**config.mk**
```make
export PLATFORM = sky130hd
export DESIGN_NAME = render_scheduler
export DESIGN_NICKNAME = d
export VERILOG_FILES = /design/src/rtl/render_pkg.sv /design/src/rtl/render_mux.sv /design/src/rtl/render_scheduler.sv
export SDC_FILE = /design/constraint.sdc
export NUM_CORES = 1
export LEC_CHECK = 0
export CORE_ASPECT_RATIO = 0.8
export CORE_UTILIZATION = 44
export CTS_CLUSTER_DIAMETER = 100
export DETAILED_ROUTE_END_ITERATION = 8
export PLACE_DENSITY_LB_ADDON = 0.25
export SYNTH_ARGS = -nofsm -noshare
export SYNTH_HDL_FRONTEND = slang
export SYNTH_HIERARCHICAL = 1
export SYNTH_SLANG_ARGS = --single-unit
```
**constraint.sdc**
```tcl
create_clock -name clk -period 3.75 [get_ports clk]
set_input_delay 0.75 -clock clk [delete_from_list [all_inputs] [get_ports clk]]
set_output_delay 0.75 -clock clk [all_outputs]
set_load 0.03 [all_outputs]
```
**src/rtl/render_pkg.sv**
```systemverilog
// Shared types and helpers for the Pong render scheduler and its pixel mux.
// Client indices, FSM state encoding and the enabled-client search live here.
package render_pkg;

  typedef enum logic [2:0] {INIT, BLACK, IDLE, MOVE, CLEAR, DRAW, HOLD} state_t;

  localparam int BALL = 0;
  localparam int LPAD = 1;
  localparam int RPAD = 2;

  localparam int MAX_CLIENTS = 8;
  typedef logic [MAX_CLIENTS-1:0] clientMask_t;
  typedef logic [3:0]             clientIdx_t;

  // Lowest enabled client at or above 'from'; returns MAX_CLIENTS when none is left.
  function automatic clientIdx_t nextEnabled(input clientMask_t en, input clientIdx_t from);
    clientIdx_t result;
    result = clientIdx_t'(MAX_CLIENTS);
    for (int i = MAX_CLIENTS - 1; i >= 0; i--) begin
      if (en[i] && (clientIdx_t'(i) >= from)) result = clientIdx_t'(i);
    end
    return result;
  endfunction

endpackage

```
**src/rtl/render_mux.sv**
```systemverilog
// Registered (N+1)-way pixel mux onto the single VGA plot port.
// Inputs 0..N-1 are render clients, input N is the background redraw.
module render_mux
  import render_pkg::*;
#(
  parameter int N   = 3,
  parameter int X_W = 10,
  parameter int Y_W = 9
) (
  input  logic             clk,
  input  logic             resetn,
  input  logic [N:0]       i_grant,
  input  logic [N*X_W-1:0] i_cliX,
  input  logic [N*Y_W-1:0] i_cliY,
  input  logic [N*3-1:0]   i_cliCol,
  input  logic [X_W-1:0]   i_blkX,
  input  logic [Y_W-1:0]   i_blkY,
  input  logic [2:0]       i_blkCol,
  output logic [X_W-1:0]   o_x,
  output logic [Y_W-1:0]   o_y,
  output logic [2:0]       o_col,
  output logic             o_plot
);

  logic [X_W-1:0] w_x, r_x;
  logic [Y_W-1:0] w_y, r_y;
  logic [2:0]     w_col, r_col;
  logic           w_plot, r_plot;

  // Grant is one-hot; with no grant the coordinates are forced to zero.
  always_comb begin
    w_x    = '0;
    w_y    = '0;
    w_col  = '0;
    w_plot = 1'b0;
    for (int i = 0; i < N; i++) begin
      if (i_grant[i]) begin
        w_x    = i_cliX[i*X_W +: X_W];
        w_y    = i_cliY[i*Y_W +: Y_W];
        w_col  = i_cliCol[i*3 +: 3];
        w_plot = 1'b1;
      end
    end
    if (i_grant[N]) begin
      w_x    = i_blkX;
      w_y    = i_blkY;
      w_col  = i_blkCol;
      w_plot = 1'b1;
    end
  end

  always_ff @(posedge clk) begin
    if (!resetn) begin
      r_x    <= '0;
      r_y    <= '0;
      r_col  <= '0;
      r_plot <= 1'b0;
    end else begin
      r_x    <= w_x;
      r_y    <= w_y;
      r_col  <= w_col;
      r_plot <= w_plot;
    end
  end

  assign o_x    = r_x;
  assign o_y    = r_y;
  assign o_col  = r_col;
  assign o_plot = r_plot;

endmodule

```
**src/rtl/render_scheduler.sv**
```systemverilog
// Frame sequencer and VGA-port arbiter for the Pong render path: physics strobe,
// per-client clear/draw walk, background redraw and post-score hold.
module render_scheduler
  import render_pkg::*;
#(
  parameter int N_CLIENTS      = 3,
  parameter int X_W            = 10,
  parameter int Y_W            = 9,
  parameter int HOLD_FRAMES    = 30,
  parameter int TIMEOUT_CYCLES = 131072
) (
  input  logic                     clk,
  input  logic                     resetn,
  input  logic                     frameTick,
  input  logic                     score_event,
  input  logic [N_CLIENTS-1:0]     client_en,
  output logic [N_CLIENTS-1:0]     clear_go,
  output logic [N_CLIENTS-1:0]     draw_go,
  input  logic [N_CLIENTS-1:0]     done_clear,
  input  logic [N_CLIENTS-1:0]     done_draw,
  output logic                     black_go,
  input  logic                     done_black,
  output logic                     move_tick,
  input  logic [N_CLIENTS*X_W-1:0] cli_x,
  input  logic [N_CLIENTS*Y_W-1:0] cli_y,
  input  logic [N_CLIENTS*3-1:0]   cli_col,
  input  logic [X_W-1:0]           blk_x,
  input  logic [Y_W-1:0]           blk_y,
  input  logic [2:0]               blk_col,
  output logic [X_W-1:0]           vga_x,
  output logic [Y_W-1:0]           vga_y,
  output logic [2:0]               vga_col,
  output logic                     vga_plot,
  output logic                     frame_overrun,
  output logic [N_CLIENTS:0]       timeout_err
);

  localparam int IW = (N_CLIENTS > 1) ? $clog2(N_CLIENTS) : 1;
  localparam int TW = $clog2(TIMEOUT_CYCLES);
  localparam int HW = $clog2(HOLD_FRAMES + 1);

  state_t         r_state, w_nextState;
  logic [IW-1:0]  r_idx, w_nextIdx;
  logic [TW-1:0]  r_tmo;
  logic [HW-1:0]  r_hold;
  logic           r_afterScore, r_overrun;
  logic [N_CLIENTS:0] r_tmoErr;

  clientMask_t    w_en;
  clientIdx_t     w_first, w_after;
  logic           w_waitState, w_tmoHit, w_qual;
  logic [N_CLIENTS:0] w_grant;

  assign w_en        = clientMask_t'(client_en);
  assign w_first     = nextEnabled(w_en, clientIdx_t'(BALL));
  assign w_after     = nextEnabled(w_en, clientIdx_t'(r_idx) + clientIdx_t'(1));
  assign w_waitState = (r_state == BLACK) || (r_state == CLEAR) || (r_state == DRAW);
  assign w_tmoHit    = w_waitState && (r_tmo == TW'(TIMEOUT_CYCLES - 1));
  // The entry cycle of a phase has r_tmo == 0; a done seen then may be stale.
  assign w_qual      = (r_tmo != '0);

  always_ff @(posedge clk) begin
    if (!resetn) r_state <= INIT;
    else         r_state <= w_nextState;
  end

  always_comb begin
    w_nextState = r_state;
    w_nextIdx   = r_idx;
    case (r_state)
      INIT:  w_nextState = BLACK;
      BLACK: if ((done_black && w_qual) || w_tmoHit)
               w_nextState = r_afterScore ? HOLD : IDLE;
      IDLE:  if (frameTick) w_nextState = score_event ? BLACK : MOVE;
      MOVE:  if (w_first < clientIdx_t'(N_CLIENTS)) begin
               w_nextState = CLEAR;
               w_nextIdx   = w_first[IW-1:0];
             end else begin
               w_nextState = IDLE;
             end
      CLEAR: if ((done_clear[r_idx] && w_qual) || w_tmoHit) w_nextState = DRAW;
      DRAW:  if ((done_draw[r_idx] && w_qual) || w_tmoHit) begin
               if (w_after < clientIdx_t'(N_CLIENTS)) begin
                 w_nextState = CLEAR;
                 w_nextIdx   = w_after[IW-1:0];
               end else begin
                 w_nextState = IDLE;
               end
             end
      HOLD:  if (frameTick && (r_hold == HW'(HOLD_FRAMES - 1))) w_nextState = IDLE;
      default: w_nextState = INIT;
    endcase
  end

  always_comb begin
    clear_go  = '0;
    draw_go   = '0;
    black_go  = 1'b0;
    move_tick = 1'b0;
    case (r_state)
      BLACK:   black_go         = 1'b1;
      MOVE:    move_tick        = 1'b1;
      CLEAR:   clear_go[r_idx]  = 1'b1;
      DRAW:    draw_go[r_idx]   = 1'b1;
      default: ;
    endcase
  end

  always_ff @(posedge clk) begin
    if (!resetn) begin
      r_idx        <= '0;
      r_tmo        <= '0;
      r_hold       <= '0;
      r_afterScore <= 1'b0;
      r_overrun    <= 1'b0;
      r_tmoErr     <= '0;
    end else begin
      r_idx  <= w_nextIdx;
      r_tmo  <= ((w_nextState != r_state) || !w_waitState) ? '0 : r_tmo + TW'(1);
      r_hold <= (r_state != HOLD) ? '0 : (frameTick ? r_hold + HW'(1) : r_hold);
      if ((r_state == IDLE) && frameTick) r_afterScore <= score_event;
      if (frameTick && (r_state != IDLE) && (r_state != HOLD)) r_overrun <= 1'b1;
      if (w_tmoHit) begin
        if (r_state == BLACK) r_tmoErr[N_CLIENTS] <= 1'b1;
        else                  r_tmoErr[r_idx]     <= 1'b1;
      end
    end
  end

  assign frame_overrun = r_overrun;
  assign timeout_err   = r_tmoErr;
  assign w_grant       = {black_go, clear_go | draw_go};

  render_mux #(.N(N_CLIENTS), .X_W(X_W), .Y_W(Y_W)) u_mux (
    .clk      (clk),
    .resetn   (resetn),
    .i_grant  (w_grant),
    .i_cliX   (cli_x),
    .i_cliY   (cli_y),
    .i_cliCol (cli_col),
    .i_blkX   (blk_x),
    .i_blkY   (blk_y),
    .i_blkCol (blk_col),
    .o_x      (vga_x),
    .o_y      (vga_y),
    .o_col    (vga_col),
    .o_plot   (vga_plot)
  );

endmodule

```
== Yosys cells after proc, flatten, opt, wreduce, memory -nomap -nowiden ==
Cells that the tools add are included.
Operators by class
  add/subtract/negate cells: 3
  bitwise gates (word level): 4
  muxes and demuxes: 47
  $lt $le $gt $ge: 7
  reductions and logical operators: 26
  equality and inequality tests: 14
Operators with widths (count)
  two-way mux 3 bit: 14
  two-way mux 10 bit: 4
  two-way mux 9 bit: 4
  two-way mux 4 bit: 6
  one-hot mux 3 bit (7 select lines): 1
  adder 17 x 1 -> 17 bit, second input constant: 1
  == test 17 bit, second input constant: 1
  nonzero test 17 bit: 1
  logical AND 1 bit: 12
  two-way mux 1 bit: 10
  == test 3 bit, second input constant: 3
  less-than comparator 4 x 2 -> 1 bit, second input constant: 2
  two-way mux 2 bit: 4
  == test 3 x 2 -> 1 bit, second input constant: 2
  greater-or-equal comparator 1 x 3 -> 1 bit, first input constant: 2
  logical OR 1 bit: 6
  adder 5 x 1 -> 5 bit, second input constant: 1
  == test 5 bit, second input constant: 1
  binary-select mux 1 bit (select 2 bit): 2
  != test 2 x 1 -> 1 bit, second input constant: 2
  OR 4 bit: 1
  one-hot mux 2 bit (2 select lines): 1
  AND reduction 4 bit: 1
  OR reduction 2 bit: 2
  16 further kinds: 17
Word-level totals
  word-level logic and storage cells: 113
  input port bits: 102
  output and inout port bits: 36
  register bits after elaboration: 56

== Depth between registers and ports, before layout ==
  depth after elaboration: 13
  depth in mapped cells: 12
  depth with buffers taken out: 11

== By module ==
The synthesis kept the hierarchy.
Modules (own cells, without submodules)
  render_scheduler: instances 1, area each 1908.1 um^2, sequential area each 660.6 um^2, cells each 209
  render_mux: instances 1, area each 1460.2 um^2, sequential area each 460.4 um^2, cells each 132

== Least setup slack after synthesis ==
Ideal clock, no wire load.
  path kind: reg-to-reg
  start point: register r_tmo[0]
  end point: register r_tmo[10]
  data required time: 3.611 ns
  path slack: 1.100 ns
  cell stages (with the launch flop): 13
  arrival: 2.510 ns
  cells stage by stage: dfxtp_1 ha_1 nand3_1 nor3_1 and3_1 and3_1 ha_1 nand2b_1 a21oi_1 nor2_1 a221oi_4 buf_6 nor4_2
On the way
  word-level cells in the longest chain between the ends: 8
Ends and longest elaborated chain
  start: declaration: RTL line render_scheduler.sv:44  | logic [TW-1:0] r_tmo;
  start signal: assignment: RTL line render_scheduler.sv:119  | r_tmo <= ((w_nextState != r_state) || !w_waitState) ? '0 : r_tmo + TW'(1);
  == test 17 bit or nonzero test 17 bit (tied branches): RTL line render_scheduler.sv:58, render_scheduler.sv:60
  logical AND 1 bit, on equally long branches
  logical OR 1 bit, on equally long branches: RTL line render_scheduler.sv:82, render_scheduler.sv:72, render_scheduler.sv:81
  two-way mux 3 bit, on equally long branches: RTL line render_scheduler.sv:82, render_scheduler.sv:72, render_scheduler.sv:81
  one-hot mux 3 bit (7 select lines): RTL line render_scheduler.sv:70  | case (r_state)
  != test 3 bit: RTL line render_scheduler.sv:119
  logical OR 1 bit: RTL line render_scheduler.sv:119
  OR reduction 2 bit (no line)
Several ways; a longest one is shown, not always the timed one.
A chain may end at the register's enable or synchronous reset.

== Worst setup path after layout ==
  start point: register r_tmo[0]
  end point: register r_tmo[13]
Same word-level chain as after synthesis.

==> impl_metrics.ini <==
[outcome]
status = complete, no violations

[timing]
worst_slack_ps = 560.3
finalCritPeriodShare_pct = 85.06
hold_slack_ps = 474.1
finClkSkew_ps = 12.17
finalSetupViolCount = 0
max_slew_margin_pct = 40.87
rsz0062_at_grt = no
maxSlewViolCount = 0
tns_ps = 0
min_period_ps = 3190
finalHoldViolations = 0
max_freq_mhz = 313.5
worstMarginPinSlew_ps = 886.9

[worst_hold_path]
worstHoldPathCells = 1
min_to = timeout_err[3]
hold_start = timeout_err[3]
min_path_type = reg -> reg

[setup_path]
required_ps = 3910
slowest_delay_ps = 510
crit_type = reg -> reg
cp_cell_sequence = ha_1, nand3_1, nor3_1, and3_1, and3_1, ha_1, nand2b_1, a21oi_1, nor2_1, a221oi_4, buf_4, nor4_2
cpLargestDelayFamily = simple AND/OR/NAND/NOR gates
r2r_end = r_tmo[13]
critical_path.max_fanout = 10
cp.arrival_ps = 3350
rrSetupSlack_ps = 560
path_buf_inv = 1
end_kind = flop
cpMaxStageDelayCell = a221oi_4
cp-start-kind = flop
cp_num_cells = 12
r2r_start = r_tmo[0]
r2r.worst_path.cells = 12

[final_layout]
nNetsFinal = 572
layout_common_cells = clkdlybuf4s50_1, dfxtp_1, nand3_1
fin_util_pct = 65.62
n_antenna_cell = 0
drive_gt1_share_pct = 16.74
final_common_cell = clkdlybuf4s50_1
syn_to_final_growth_pct = 44.02
finish.cell_count_without_fillers = 571

[drt]
finalWirelength_um = 9365
num_vias = 3101
first_pass_iters = 4
first_iter_violations = 142
viasPerCell = 5.431
drtAntennaViolNets = 0
drc = 0
post_drt_wl_per_cell_um = 16.40

[synth]
ys_ff_latch = 56
synth.distinct_cells = 56
synthCells = 341
async_flop_share_pct = 0
synth_top_area_share_pct = 33.28
synth-main-ff-cell = dfxtp_1
synth-edff-count = 0
synth_nets = 448
netlist_area_mm2 = 0.003368
yosysSeqAreaShare_pct = 33.28
synth_warnings = 6
synth_area_leaders = dfxtp_1, a221oi_2, o31ai_2
yosys.area.top_type = dfxtp_1
syn_avg_cell_area_um2 = 9.878

[job]
drv_cap = 0

[clocking]
cts_resized = 0
ctsHoldBuffers = 0
cts_tree = built
postCtsSetupBuffers = 0
cts_buffers = 5
clock_sinks = 56
h-tree-depth = 2
clk_pin_slew_ps = 100
clock_latency_ps = 310
root_buffer = clkbuf_8
clockBufferDepth = 2

[floorplan]
io_pins = 138
die_area_mm2 = 0.008011
core-area_mm2 = 0.007392
start_util_pct = 45.57
fp-row-count = 28
chipHeight_um = 80.26
die_w_um = 99.82

[global_routing]
grtUsageTotal_pct = 22.52
first_global_vias = 2894
antenna_found_initial = 0
grt_remaining_overflow = 0
grt_max_degree = 32
grt_pass1_wl_um = 14350

[place]
pre_cts_slack_ps = 558.8
port_buffers = 137
dpl.hpwl_um = 6834
place_inst = 563
routabilityCongestion = 0.8713

[power_and_ir_drop]
power.density_mw_per_mm2 = 280.8
leakage_uw = 0.001650
ir_drop_v = 0.0001665
## cells by family (layout without fill, tap and decap cells)
group           after synthesis  in the layout  share of synthesized area [%]
mux                           5              5                          1.486
flops                        56             56                          33.28
xor+xnor                     18             18                          4.680
simple gates                146            146                          27.34
buf+inv                      37            162                          6.835
fa+ha+maj                     5              5                          1.857
compound gates               74             74                          24.52
## routing by layer
layer  wire, µm  up-vias  track usage (%)
met2       4608       96            37.10
li1           -     1510                -
met3        460       14            4.700
met5          0        -                0
met4        196        0            7.206
met1       4101     1481            29.39
## synth_stat cells, types with 2 or more instances
library cell and number:
nand4_1 8, o31ai_2 20, nand3b_1 2, o22ai_1 2
nand2b_1 12, dfxtp_1 56, nor2b_1 26, nor4b_1 2
nor4_1 5, o211ai_1 2, and3_1 3, buf_12 2
nor4_2 12, a221oi_2 21, a21oi_1 7, o21a_1 4
nand3_1 27, nor2_1 23, inv_1 10, xnor2_1 8
and2_1 2, clkbuf_1 10, a31oi_1 3, mux2i_1 5
o21ai_0 2, nand2_1 8, ha_1 5, clkbuf_8 2
nor3_1 8, buf_2 7, buf_6 3, xor2_1 10
## registers in the layout, summed over array words and instances, names as in the netlist
name	flops
u_mux/o_plot	1
r_hold	5
timeout_err	4
u_mux/o_x	10
r_idx	2
r_tmo	17
u_mux/o_y	9
frame_overrun	1
r_state	3
r_afterScore	1
u_mux/o_col	3
## layout make-up
| cell class | count | area, µm² |
|---|---|---|
| clock inverters | 2 | 35.03 |
| flip-flops and latches | 56 | 1121 |
| fillers | 603 | 2541 |
| well taps | 105 | 131.4 |
| multi-input cells | 248 | 2029 |
| clock buffers | 6 | 72.57 |
| inverters | 10 | 37.54 |
| repair buffers | 144 | 1424 |
## through the flow
stage	total power, µW	area, µm²
3_5_place_dp	978.9	4743
6_report	1362	4851
4_1_cts	1377	4851
2_1_floorplan	800.2	3368
3_3_place_gp	972.3	4743
5_1_grt	1430	4851
## power breakdown
part           total [µW]  internal [µW]  switching [µW]
Clock                 398            199             199
Sequential            627            615            11.5
Combinational         337            172             165
## worst max path at each step
| stage | from | end | slack (ps) |
|---|---|---|---|
| detailed placement | r_tmo[0] | r_tmo[16] | 560 |
| finish | r_tmo[0] | r_tmo[13] | 560 |
| floorplan | r_tmo[0] | r_tmo[10] | 1100 |
| CTS | r_tmo[0] | r_tmo[13] | 560 |
| global placement | r_tmo[0] | r_tmo[16] | 660 |
| global route | r_tmo[0] | r_tmo[16] | 240 |
(Power assumes the default switching activity.)
